`src/rtl/fifo_drain_if.sv`:
```
// fifo_drain_if
// Groups the FIFO read-side signals and the downstream valid/ready stream
// used by the fifo_drain block.
//   fifo_dav   : FIFO not-empty flag (FIFO -> drain)
//   fifo_read  : one-cycle read pulse (drain -> FIFO)
//   fifo_data  : 9-bit FIFO word, bit 8 = end-of-packet (FIFO -> drain)
//   out_data   : head payload (drain -> consumer)
//   out_last   : head end-of-packet marker (drain -> consumer)
//   out_valid  : output buffer non-empty (drain -> consumer)
//   out_ready  : consumer accepts head word (consumer -> drain)
// Modport master is the drain's view; slave is the FIFO/consumer view.
interface fifo_drain_if;
  logic       fifo_dav;
  logic       fifo_read;
  logic [8:0] fifo_data;
  logic [7:0] out_data;
  logic       out_last;
  logic       out_valid;
  logic       out_ready;

  modport master (
    input  fifo_dav,
    input  fifo_data,
    input  out_ready,
    output fifo_read,
    output out_data,
    output out_last,
    output out_valid
  );

  modport slave (
    output fifo_dav,
    output fifo_data,
    output out_ready,
    input  fifo_read,
    input  out_data,
    input  out_last,
    input  out_valid
  );
endinterface

```
`src/rtl/fifo_drain.sv`:
```
// fifo_drain
// Read-side master for a 16-deep, 9-bit FIFO. Issues single-cycle read
// pulses while data is available, captures each returned word one cycle
// later and presents it through a 2-entry valid/ready output buffer.
// Bit 8 of each FIFO word travels with the payload as out_last.
// Ports:
//   clk, reset_b : clock, asynchronous active-low reset
//   enable       : permits new FIFO reads
//   bus          : fifo_drain_if.master (FIFO read side + output stream)
//   busy         : FSM is in READ or CAPTURE
//   word_count   : words captured from the FIFO (wraps)
//   pkt_count    : end-of-packet words accepted downstream (wraps)
module fifo_drain #(
  parameter int CNT_W = 16
) (
  input  logic             clk,
  input  logic             reset_b,
  input  logic             enable,
  fifo_drain_if.master     bus,
  output logic             busy,
  output logic [CNT_W-1:0] word_count,
  output logic [CNT_W-1:0] pkt_count
);

  typedef enum logic [1:0] {
    IDLE    = 2'd0,
    READ    = 2'd1,
    CAPTURE = 2'd2
  } state_t;

  state_t           state_q, state_d;
  logic [1:0][7:0]  buf_data_q, buf_data_d;
  logic [1:0]       buf_last_q, buf_last_d;
  logic             head_q, head_d;
  logic             tail_q, tail_d;
  logic [1:0]       cnt_q, cnt_d;
  logic [CNT_W-1:0] word_cnt_q, word_cnt_d;
  logic [CNT_W-1:0] pkt_cnt_q, pkt_cnt_d;
  logic             fifo_read_q, fifo_read_d;
  logic             busy_q, busy_d;
  logic             out_valid_q, out_valid_d;
  logic             out_last_q, out_last_d;
  logic [7:0]       out_data_q, out_data_d;
  logic             cap_s;
  logic             pop_s;

  // Next-state logic. CAPTURE always returns to IDLE so fifo_dav is only
  // re-sampled after the FIFO read pointer has moved past the last word.
  always_comb begin
    state_d = state_q;
    case (state_q)
      IDLE: begin
        if (enable && bus.fifo_dav && (cnt_q < 2'd2)) begin
          state_d = READ;
        end else begin
          state_d = IDLE;
        end
      end
      READ:    state_d = CAPTURE;
      CAPTURE: state_d = IDLE;
      default: state_d = IDLE;
    endcase
  end

  // Output buffer, counters and registered output values.
  always_comb begin
    cap_s       = (state_q == CAPTURE);
    pop_s       = out_valid_q & bus.out_ready;
    buf_data_d  = buf_data_q;
    buf_last_d  = buf_last_q;
    head_d      = head_q;
    tail_d      = tail_q;
    word_cnt_d  = word_cnt_q;
    pkt_cnt_d   = pkt_cnt_q;
    cnt_d       = cnt_q;

    // fifo_data is only looked at here: outside CAPTURE its payload may float.
    if (cap_s) begin
      buf_data_d[tail_q] = bus.fifo_data[7:0];
      buf_last_d[tail_q] = bus.fifo_data[8];
      tail_d             = ~tail_q;
      word_cnt_d         = word_cnt_q + CNT_W'(1);
    end else begin
      tail_d     = tail_q;
      word_cnt_d = word_cnt_q;
    end

    if (pop_s) begin
      head_d = ~head_q;
      if (buf_last_q[head_q]) begin
        pkt_cnt_d = pkt_cnt_q + CNT_W'(1);
      end else begin
        pkt_cnt_d = pkt_cnt_q;
      end
    end else begin
      head_d    = head_q;
      pkt_cnt_d = pkt_cnt_q;
    end

    // A simultaneous capture and pop leaves the occupancy unchanged.
    case ({cap_s, pop_s})
      2'b10:   cnt_d = cnt_q + 2'd1;
      2'b01:   cnt_d = cnt_q - 2'd1;
      default: cnt_d = cnt_q;
    endcase

    // Outputs are registered from next-state values so they line up with the
    // state they describe without extra latency.
    fifo_read_d = (state_d == READ);
    busy_d      = (state_d != IDLE);
    out_valid_d = (cnt_d != 2'd0);
    out_data_d  = buf_data_d[head_d];
    out_last_d  = buf_last_d[head_d];
  end

  // State and datapath registers; reset drops any in-flight word.
  always_ff @(posedge clk or negedge reset_b) begin
    if (!reset_b) begin
      state_q     <= IDLE;
      buf_data_q  <= {2{8'h00}};
      buf_last_q  <= 2'b00;
      head_q      <= 1'b0;
      tail_q      <= 1'b0;
      cnt_q       <= 2'd0;
      word_cnt_q  <= '0;
      pkt_cnt_q   <= '0;
      fifo_read_q <= 1'b0;
      busy_q      <= 1'b0;
      out_valid_q <= 1'b0;
      out_last_q  <= 1'b0;
      out_data_q  <= 8'h00;
    end else begin
      state_q     <= state_d;
      buf_data_q  <= buf_data_d;
      buf_last_q  <= buf_last_d;
      head_q      <= head_d;
      tail_q      <= tail_d;
      cnt_q       <= cnt_d;
      word_cnt_q  <= word_cnt_d;
      pkt_cnt_q   <= pkt_cnt_d;
      fifo_read_q <= fifo_read_d;
      busy_q      <= busy_d;
      out_valid_q <= out_valid_d;
      out_last_q  <= out_last_d;
      out_data_q  <= out_data_d;
    end
  end

  assign bus.fifo_read = fifo_read_q;
  assign bus.out_valid = out_valid_q;
  assign bus.out_data  = out_data_q;
  assign bus.out_last  = out_last_q;
  assign busy          = busy_q;
  assign word_count    = word_cnt_q;
  assign pkt_count     = pkt_cnt_q;

endmodule

```
`src/flat_wrapper.sv`:
```
// flat-port wrapper written by rule: the top's interface ports become plain ports
module fifo_drain_flat 
#(
  parameter int CNT_W = 16
)
  (clk, reset_b, enable, busy, word_count, pkt_count, bus_fifo_dav, bus_fifo_data, bus_out_ready, bus_fifo_read, bus_out_data, bus_out_last, bus_out_valid);
  fifo_drain_if bus_i ();
  input  logic clk;
  input  logic reset_b;
  input  logic enable;
  output logic busy;
  output logic [CNT_W-1:0] word_count;
  output logic [CNT_W-1:0] pkt_count;
  input wire logic [$bits(bus_i.fifo_dav)-1:0] bus_fifo_dav;
  input wire logic [$bits(bus_i.fifo_data)-1:0] bus_fifo_data;
  input wire logic [$bits(bus_i.out_ready)-1:0] bus_out_ready;
  output wire logic [$bits(bus_i.fifo_read)-1:0] bus_fifo_read;
  output wire logic [$bits(bus_i.out_data)-1:0] bus_out_data;
  output wire logic [$bits(bus_i.out_last)-1:0] bus_out_last;
  output wire logic [$bits(bus_i.out_valid)-1:0] bus_out_valid;
  assign bus_i.fifo_dav = bus_fifo_dav;
  assign bus_i.fifo_data = bus_fifo_data;
  assign bus_i.out_ready = bus_out_ready;
  assign bus_fifo_read = bus_i.fifo_read;
  assign bus_out_data = bus_i.out_data;
  assign bus_out_last = bus_i.out_last;
  assign bus_out_valid = bus_i.out_valid;
  fifo_drain #(.CNT_W(CNT_W)) u_core (.clk(clk), .reset_b(reset_b), .enable(enable), .bus(bus_i), .busy(busy), .word_count(word_count), .pkt_count(pkt_count));
endmodule
```
`config.mk`:
```
export PLATFORM = sky130hd
export DESIGN_NAME = fifo_drain_flat
export DESIGN_NICKNAME = d
export VERILOG_FILES = /design/src/rtl/fifo_drain_if.sv /design/src/rtl/fifo_drain.sv /design/src/flat_wrapper.sv
export SDC_FILE = /design/constraint.sdc
export NUM_CORES = 1
export LEC_CHECK = 0
export ABC_CLOCK_PERIOD_IN_PS = 4000
export BUFFER_PORTS_ARGS = -buffer_cell sky130_fd_sc_hd__buf_2
export CORE_MARGIN = 1
export CORE_UTILIZATION = 59
export CTS_CLUSTER_SIZE = 28
export DETAILED_ROUTE_END_ITERATION = 10
export GPL_TIMING_DRIVEN = 0
export PLACE_DENSITY_LB_ADDON = 0.2
export SLEW_MARGIN = 20
export SYNTH_ARGS = -nofsm -noshare
export SYNTH_HDL_FRONTEND = slang
export SYNTH_SLANG_ARGS = --single-unit
export TNS_END_PERCENT = 1
```
`constraint.sdc`:
```
create_clock -name clk -period 4 [get_ports clk]
set_clock_uncertainty 0.15 [all_clocks]
set_input_delay 0 -clock clk [delete_from_list [all_inputs] [get_ports clk]]
set_output_delay 0 -clock clk [all_outputs]
set_load 0.05 [all_outputs]
```
=== Word-level counts from Yosys, hierarchy flattened ===
Cells that the tools add are included.

* Flip-flop bits (word level): 68
* Latch bits: 0
* RAM bits: 0
* ROM bits: 0
* Input bits: 14
* Output and inout port bits: 44
* Logic and storage cells: 56
* Memories kept: 0

* $add $sub $neg: 4
* $mul: 0
* Div/mod/pow operators: 0
* $lt $le $gt $ge: 5
* Equality and inequality tests: 5
* Shift-type cells: 0
* Multiplexer cells: 18
* Bitwise logic cells: 3
* Reductions and logical operators: 7

{| class="wikitable"
|+ Operators with widths
! operator !! number
|-
| adder 16 x 1 -> 16 bit (second input constant) || 2
|-
| two-way mux 8 bit || 3
|-
| bitwise mux 16 bit || 1
|-
| two-way mux 16 bit || 1
|-
| demux 8 bit (select 1 bit) || 1
|-
| one-hot mux 2 bit (2 select lines) || 2
|-
| two-way mux 1 bit || 7
|-
| equality test 2 x 1 -> 1 bit (second input constant) || 3
|-
| less-than comparator 1 x 2 -> 1 bit (second input constant) || 3
|-
| equality test 2 bit (second input constant) || 2
|-
| nonzero test 2 bit || 2
|-
| logical AND 1 bit || 3
|-
| adder 2 x 1 -> 2 bit (second input constant) || 1
|-
| bitwise mux 2 bit || 1
|-
| logical NOT 2 bit || 1
|-
| less-than comparator 2 bit (second input constant) || 1
|-
| two-way mux 2 bit || 1
|-
| NOT 1 bit || 2
|-
| AND reduction 2 bit || 1
|-
| subtractor 2 x 1 -> 2 bit (second input constant) || 1
|-
| AND 1 bit || 1
|-
| demux 1 bit (select 1 bit) || 1
|-
| greater-or-equal comparator 1 bit (second input constant) || 1
|}

=== Logic depth before layout (Yosys ltp) ===
Gate-level depths: netlist (run 1).

* Depth in word-level cells: 8
* Mapped depth: 9
* Mapped depth without buffers: 7

=== Worst setup path after synthesis (run 1) ===
Ideal clock, no wire load.

* Path kind: reg2reg
* Start: reg u_core.out_valid_q (netlist: u_core.bus.out_valid)
* End: reg u_core.out_data_q[0] (netlist: u_core.bus.out_data[0])
* Setup time: 0.122 ns
* Data arrival time: 1.862 ns
* Required time: 3.728 ns
* Path slack: 1.866 ns
* Cell stages (with the launch flop): 9
* Buffers on the path: 3
* Clock period less this slack: 2.134 ns
* Cell sequence: dfrtp_1 > a21bo_1 > buf_6 > and2_4 > buf_6 > inv_4 > buf_6 > or3_1 > a32o_1

* Word-level cells in the longest chain between the ends: 4

{| class="wikitable"
|+ RTL lines
! item !! line !! RTL
|-
| start: declaration || fifo_drain.sv:41 || <nowiki>logic out_valid_q, out_valid_d;</nowiki>
|-
| start signal: assignment || fifo_drain.sv:143 || <nowiki>out_valid_q <= out_valid_d;</nowiki>
|-
| AND 1 bit || fifo_drain.sv:68 || <nowiki>pop_s = out_valid_q & bus.out_ready;</nowiki>
|-
| two-way mux 1 bit || fifo_drain.sv:88 || <nowiki>if (pop_s) begin</nowiki>
|-
| named net u_core.head_d || fifo_drain.sv:34 || <nowiki>logic head_q, head_d;</nowiki>
|-
| two-way mux 8 bit (implied by the code) (2 in series) || fifo_drain.sv:112 || <nowiki>out_data_d = buf_data_d[head_d];</nowiki>
|-
| named net u_core.out_data_d[0] || fifo_drain.sv:43 || <nowiki>logic [7:0] out_data_q, out_data_d;</nowiki>
|-
| end signal: assignment || fifo_drain.sv:145 || <nowiki>out_data_q <= out_data_d;</nowiki>
|-
| end: declaration || fifo_drain.sv:43 ||
|}

The timed path passes the listed nets, and every way through them passes these cells. The select of a mux whose other input is x is not followed.
A chain may end at the register's enable or synchronous reset.

=== Final worst setup path (run 1) ===
* Start: reg u_core.state_q[1]
* End: reg u_core.out_valid_q (netlist: u_core.bus.out_valid)

* Word-level cells in the longest chain between the ends: 4
* Elaborated cells on any way between the ends: 5
* Those cells by class: eq/ne (3); mux (1); reduce/logical (1)

{| class="wikitable"
|+ RTL lines
! item !! line !! RTL
|-
| start: declaration || fifo_drain.sv:31 || <nowiki>state_t state_q, state_d;</nowiki>
|-
| start signal: assignment || fifo_drain.sv:133 || <nowiki>state_q <= state_d;</nowiki>
|-
| equality test 2 bit * || fifo_drain.sv:67 || <nowiki>cap_s = (state_q == CAPTURE);</nowiki>
|-
| equality test 2 x 1 -> 1 bit or equality test 2 bit (tied branches) || fifo_drain.sv:101 || <nowiki>case ({cap_s, pop_s})</nowiki>
|-
| one-hot mux 2 bit (2 select lines) * || fifo_drain.sv:101 ||
|-
| named net u_core.cnt_d[1] || fifo_drain.sv:36 || <nowiki>logic [1:0] cnt_q, cnt_d;</nowiki>
|-
| nonzero test 2 bit * || fifo_drain.sv:111 || <nowiki>out_valid_d = (cnt_d != 2'd0);</nowiki>
|-
| named net u_core.out_valid_d || fifo_drain.sv:41 ||
|}

The timed path passes the listed nets; every way through them passes the cells marked *.

==> results of run 1 <==
[state kept, by name, summed over array words and instances (netlist names), 2 cells and up]
name / cells
u_core.pkt_count: 16
u_core.cnt_q: 2
u_core.state_q: 2
u_core.buf_data_q: 16
u_core.bus.out_data: 8
u_core.word_count: 16
u_core.buf_last_q: 2
[placed cells by master (no fill, tap or decap), types with 3 or more instances in the layout]
master          n
xor2_1          7
and3_1          8
a32o_1          8
nand4_1        11
buf_6           3
a21oi_1        16
and4_1          5
ha_1            3
nand3_1        16
dfrtp_1        68
clkbuf_8       12
or3_1           8
buf_2          59
nand2_1        27
dlygate4sd3_1  13
clkbuf_1       10
mux2_2         17
nor4_1          4
xnor2_1        28
nor2_1         14
o21ai_0         9
[per-stage QoR]
step	power, W	std cells	hold WS [ps]	worst slack (ps)	utilization (%)
after floorplan	0.00199	278	-446	1870	-
after global placement	0.00224	405	75.3	1820	68.5
after detailed placement	0.00228	406	-217	1800	68.9
after CTS	0.00287	435	48.0	1750	75.9
after global routing	0.00304	435	96.0	1590	75.9
final	0.00288	435	47.4	1730	75.9
[area by class of cell]
class | count | area [um2]
repair buffers | 72 | 458
fillers | 362 | 1220
inverters | 3 | 13.8
clock inverters | 1 | 30.0
clock buffers | 14 | 173
flip-flops and latches | 68 | 1700
plain buffers | 14 | 78.8
multi-input cells | 193 | 1310
well taps | 70 | 87.6
[worst reg2reg max path: cells and delay by family, from the launching register on]
| family | cells | cell delay, ps |
|---|---|---|
| xor gates and xnor gates | 2 | 270 |
| adders and majority gates | 1 | 210 |
| buffers and inverters | 3 | 590 |
| DFF | 1 | 430 |
| and+or+nand+nor | 3 | 510 |
[layer usage]
layer / vias up / track usage (%)
met5: - / 0
met4: 0 / 17.4
met3: 21 / 5.83
met2: 100 / 41.6
met1: 1229 / 33.9
li1: 1152 / -
[power by group]
group	internal, W	total, W	leakage (nW)	switching, W
sequential	0.000908	0.00106	0.863	0.000154
combinational	0.000448	0.00124	0.853	0.000792
clock	0.000336	0.000574	0.103	0.000238
[final timing paths]
| kind | to | slack, ps | cells past startpoint | from |
|---|---|---|---|---|
| max | u_core.bus.out_valid | 1730 | 9 | u_core.state_q[1] |
| min | u_core.pkt_count[11] | 50 | 5 | bus_out_ready |
| max reg2reg | u_core.bus.out_valid | 1730 | 9 | u_core.state_q[1] |
| min reg2reg | u_core.word_count[15] | 320 | 1 | u_core.word_count[15] |
| max in group asynchronous | u_core.buf_data_q[11] | 2920 | 4 | reset_b |
| min in group asynchronous | u_core.pkt_count[4] | 540 | 4 | reset_b |
[what timing repair did]
| action | 4_1_cts | 5_1_grt |
|---|---|---|
| buffers inserted | 0 | 0 |
| hold buffers | 14 | 0 |
| hold endpoints to repair | 97 | 0 |
[kinds of logic (layout without fill, tap and decap cells)]
kind of cell	Yosys count	count (layout)	share of synthesized area, %
muxes	18	18	6.49
adders and majority gates	3	3	1.21
AOI/OAI and AO/OA	35	35	7.26
DFF	68	68	54.9
buffers and inverters	17	104	2.99
xor gates and xnor gates	35	35	9.88
and+or+nand+nor	102	102	17.3
==> flow_summary.toml, run 1 <==
[route]
avgRoutedWirePerCell_um = 15.2
wl_met1_mm = 2.82
vias_per_cell = 5.75
drt-pass1-iter-count = 4
wl_met3_um = 369
detail-route-antenna-nets = 0
wl_met2_mm = 3.25
maxUsedRoutingLayer = "met4"
drc = 0
drt_iter0_drc = 185
vias = 2502
wirelength_mm = 6.62

[worst_setup_path]
end_kind = "register"
cp_slowest_cell = "dfrtp_1"
path_buf_inv = 3
critical_path_required_ps = 4070
critPathTopFamily = "buffers and inverters"
max_stage_delay_ps = 430
crit_chain = "nor2b_1 > buf_2 > inv_1 > buf_2 > ha_1 > xnor2_1 > nor2_1 > xor2_1 > or2_2"
worstSetupStartpointType = "register"
crit_type = "register to register"
crit_path_max_fanout = 10
critical_path_arrival_ps = 2340
worst_path_most_repeated_cell = "buf_2"

[place]
dp_hpwl_mm = 4.28
io_buffers = 57
dpl_cell_area_um2 = 3500
gp_congestion = 0.830

[timing]
worstMarginPinSlew_ps = 732
fin_crit_ps = 2270
setup_violations = 0
tns_ps = 0
fin_crit_sh_pct = 56.8
max_freq_mhz = 441
max_slew_margin_pct = 50.8
rsz0062_at_grt = "no"
finalHoldViolCount = 0
maxSlewViolCount = 0

[synthesis]
async_reset_ff_share_pct = 100
synthTopCellsByCount = "68 x dfrtp_1, 28 x xnor2_1, 27 x nand2_1, 17 x mux2_2"
ys_types = 31
yosysTopAreaCellShare_pct = 54.9
synth_nets = 295
ys_ff_latch = 68
synth_area_leaders = "dfrtp_1 55%, xnor2_1 7.9%, mux2_2 6.2%"
synth_most_common_cell = "dfrtp_1"
synth_edf_count = 0
synth_top_area_cell = "dfrtp_1"
synth-main-ff-cell = "dfrtp_1"
yosysWarnings = 0
syn-instance-count = 278
syn_area_um2 = 3100
avgSynthCellArea_um2 = 11.2
seq_area_frac_synth_pct = 54.9

[floorplanning]
row_count = 26
die_y_um = 74.5
coreArea_um2 = 5070
start_util_pct = 61.1
ios = 58
die_area_um2 = 5550
die_w_um = 74.5

[finish]
design_area_um2 = 3850
antennaDiodeCount = 0
area_growth_pct = 24.1
nets = 378
drive_gt1_share_pct = 27.7

[global_route]
grtUsageTotal_pct = 26.8
grt_start_max_net_pins = 43
grt_remaining_overflow = 0
grt_pass1_vias = 2395
grt_pass1_wl_mm = 10.8
antenna_found_initial = 0

[clocking]
cts_max_path_buffers = 2
cts_tree = "yes"
path_clk_slew_ps = 70
cts.sinks = 68
root_buffer = "clkbuf_8"
cts_inserted_buffers = 9
htree_levels = 3
cts_resized = 0
insertion_delay_ps = 340

[flow_run]
drv_cap = 0

[pwr]
powerDensity_nw_per_um2 = 747
irDropWorstVdd_mv = 0.467
power.leakage_nw = 1.82

[run_status]
outcome = "complete, no violations"

[hold_path]
holdCritPathClass = "input port to register"
Note: power is estimated with default switching activity, not from simulation.
==> inputs of run 2 (changes only) <==
--- a/config.mk
+++ b/config.mk
@@ -5,10 +5,10 @@
 export SDC_FILE = /design/constraint.sdc
 export NUM_CORES = 1
 export LEC_CHECK = 0
-export ABC_CLOCK_PERIOD_IN_PS = 4000
+export ABC_CLOCK_PERIOD_IN_PS = 1880
 export BUFFER_PORTS_ARGS = -buffer_cell sky130_fd_sc_hd__buf_2
 export CORE_MARGIN = 1
-export CORE_UTILIZATION = 59
+export CORE_UTILIZATION = 50
 export CTS_CLUSTER_SIZE = 28
 export DETAILED_ROUTE_END_ITERATION = 10
 export GPL_TIMING_DRIVEN = 0
==> constraint.sdc (replaced) <==
create_clock -name clk -period 1.88 [get_ports clk]
set_clock_uncertainty 0.15 [all_clocks]
set_input_delay 0 -clock clk [delete_from_list [all_inputs] [get_ports clk]]
set_output_delay 0 -clock clk [all_outputs]
set_load 0.05 [all_outputs]
==> flow_summary.toml, run 2 (synthesis gave the netlist of run 1 again) <==
[floorplanning]
ios = 58
die_area_um2 = 6520
row_count = 28
die_y_um = 80.8
coreArea_um2 = 5960
start_util_pct = 52.1
die_w_um = 80.8

[finish]
fillCellCount = 477
design_area_um2 = 4020
antennaDiodeCount = 0
area_growth_pct = 29.7
fin_cells = 451
final_common_cell = "dfrtp_1"
final_cell_mix = "65 x dfrtp_1, 58 x buf_2, 27 x nand2_1, 27 x xnor2_1, 17 x mux2_2"
nets = 388
drive_gt1_share_pct = 34.3

[timing]
fin_crit_ps = 1840
tns_ps = 0
setup_slack_ps = 37.0
rsz0062_at_grt = "yes"
maxSlewViolCount = 0
max_freq_mhz = 543
fin_crit_sh_pct = 98.0
finalHoldViolCount = 0
max_slew_margin_pct = 65.2
worstMarginPinSlew_ps = 522
setup_violations = 0

[pwr]
p_int_w = 0.00369
irDropWorstVdd_mv = 0.941
p_comb_share_pct = 45.0
pwr-share-seq_pct = 35.7
pwr-share-clk_pct = 19.3
power.leakage_nw = 1.90
p_sw_w = 0.00265
switching_share_pct = 41.8
powerDensity_nw_per_um2 = 1580

[clocking]
htree_levels = 3
insertion_delay_ps = 350
cts_max_path_buffers = 2
cts_inserted_buffers = 9
cts_tree = "yes"
root_buffer = "clkbuf_8"
cts.sinks = 68
path_clk_slew_ps = 80

[route]
vias_per_cell = 5.42
detail-route-antenna-nets = 0
drt-pass1-iter-count = 5
wirelength_mm = 6.77
vias = 2446
drt_iter0_drc = 104
avgRoutedWirePerCell_um = 15.0
drc = 0

[global_route]
grtUsageTotal_pct = 21.8
antenna_found_initial = 0
grt_remaining_overflow = 0
grt_start_max_net_pins = 39
grt_pass1_vias = 2276
grt_pass1_wl_mm = 10.6

[worst_setup_path]
end_kind = "register"
critical_path_arrival_ps = 1930
crit_type = "register to register"
cp_slowest_cell = "dfrtp_1"
crit_chain = "nor2b_2 > buf_6 > inv_4 > buf_8 > ha_4 > xnor2_2 > nor2_1 > xor2_1 > or2_4"
path_buf_inv = 3
critPathTopFamily = "simple AND/OR/NAND/NOR gates"
max_stage_delay_ps = 400
crit_path_max_fanout = 5
worstSetupStartpointType = "register"
critical_path_required_ps = 1970

[place]
dp_hpwl_mm = 4.28
place_inst = 411
dpl_cell_area_um2 = 3510
io_buffers = 57
gp_congestion = 0.793
dp_slack_ps = -298

[run_status]
outcome = "complete, no violations"

[hold_path]
holdCritPathClass = "input port to register"

[flow_run]
drv_cap = 0
## run 2: changes by cell type in the layout (fill, tap and decap cells not counted), moves of 3 or more
cell,delta
dfrtp_2,+3
o21ai_1,+3
buf_4,+11
clkbuf_1,-6
o21ai_0,-3
dfrtp_1,-3
## run 2: layout make-up
class	instances	area, um2	share of cell area (%)
Inverter	3	16.3	0.404
Multi-Input combinational cell	193	1360	33.8
Tap cell	75	93.8	2.33
Buffer	12	80.1	1.99
Clock inverter	6	63.8	1.59
Sequential cell	68	1710	42.4
Timing Repair Buffer	84	564	14.0
Clock buffer	10	138	3.42
## run 2: worst min-delay path: cells and delay by family
| family | cells | cell delay (ps) |
|---|---|---|
| buffers and inverters | 1 | 130 |
| xor gates and xnor gates | 1 | 120 |
| and+or+nand+nor | 2 | 250 |
## run 2: power groups by stage
stage | Combinational, W | Sequential [W] | Clock, W
after floorplan | 0.00129 | 0.00296 | 0
after global placement | 0.00254 | 0.00226 | 0
after detailed placement | 0.00258 | 0.00228 | 0
after CTS | 0.00265 | 0.00225 | 0.00124
after global routing | 0.00306 | 0.00233 | 0.00130
final | 0.00285 | 0.00227 | 0.00122
## run 2: worst paths after layout
check	start	cells past startpoint	to	slack (ps)
max in group asynchronous	reset_b	4	u_core.buf_data_q[11]	730
max	u_core.state_q[0]	9	u_core.bus.out_valid	40
min reg2reg	u_core.pkt_count[15]	1	u_core.pkt_count[15]	310
min in group asynchronous	reset_b	3	u_core.busy	450
min	bus_out_ready	4	u_core.pkt_count[8]	60
max reg2reg	u_core.state_q[0]	9	u_core.bus.out_valid	40
## run 2: what timing repair did
item / in CTS / in global routing
buffers inserted: 4 / 8
pin swaps: 0 / 5
endpoints found under the setup margin: 24 / 21
hold buffers: 14 / 0
gates cloned: 0 / 0
endpoints found under the hold margin: 97 / 0
gates resized for setup: 8 / 23
## run 2: layer usage
metal	vias to the layer above	global-route usage [%]	wire (um)
met5	-	0	0
met4	0	10.5	131
met3	13	5.06	311
met2	83	33.3	3240
met1	1184	29.4	3100
li1	1166	-	-
## run 2: stage by stage
| step | utilization (%) | hold WS [ps] | total power (W) |
|---|---|---|---|
| 2_1_floorplan | - | -446 | 0.00424 |
| 3_3_place_gp | 58.6 | 99.7 | 0.00480 |
| 3_5_place_dp | 59.0 | -191 | 0.00486 |
| 4_1_cts | 65.6 | 25.2 | 0.00614 |
| 5_1_grt | 67.5 | 86.1 | 0.00668 |
| 6_report | 67.5 | 64.4 | 0.00634 |
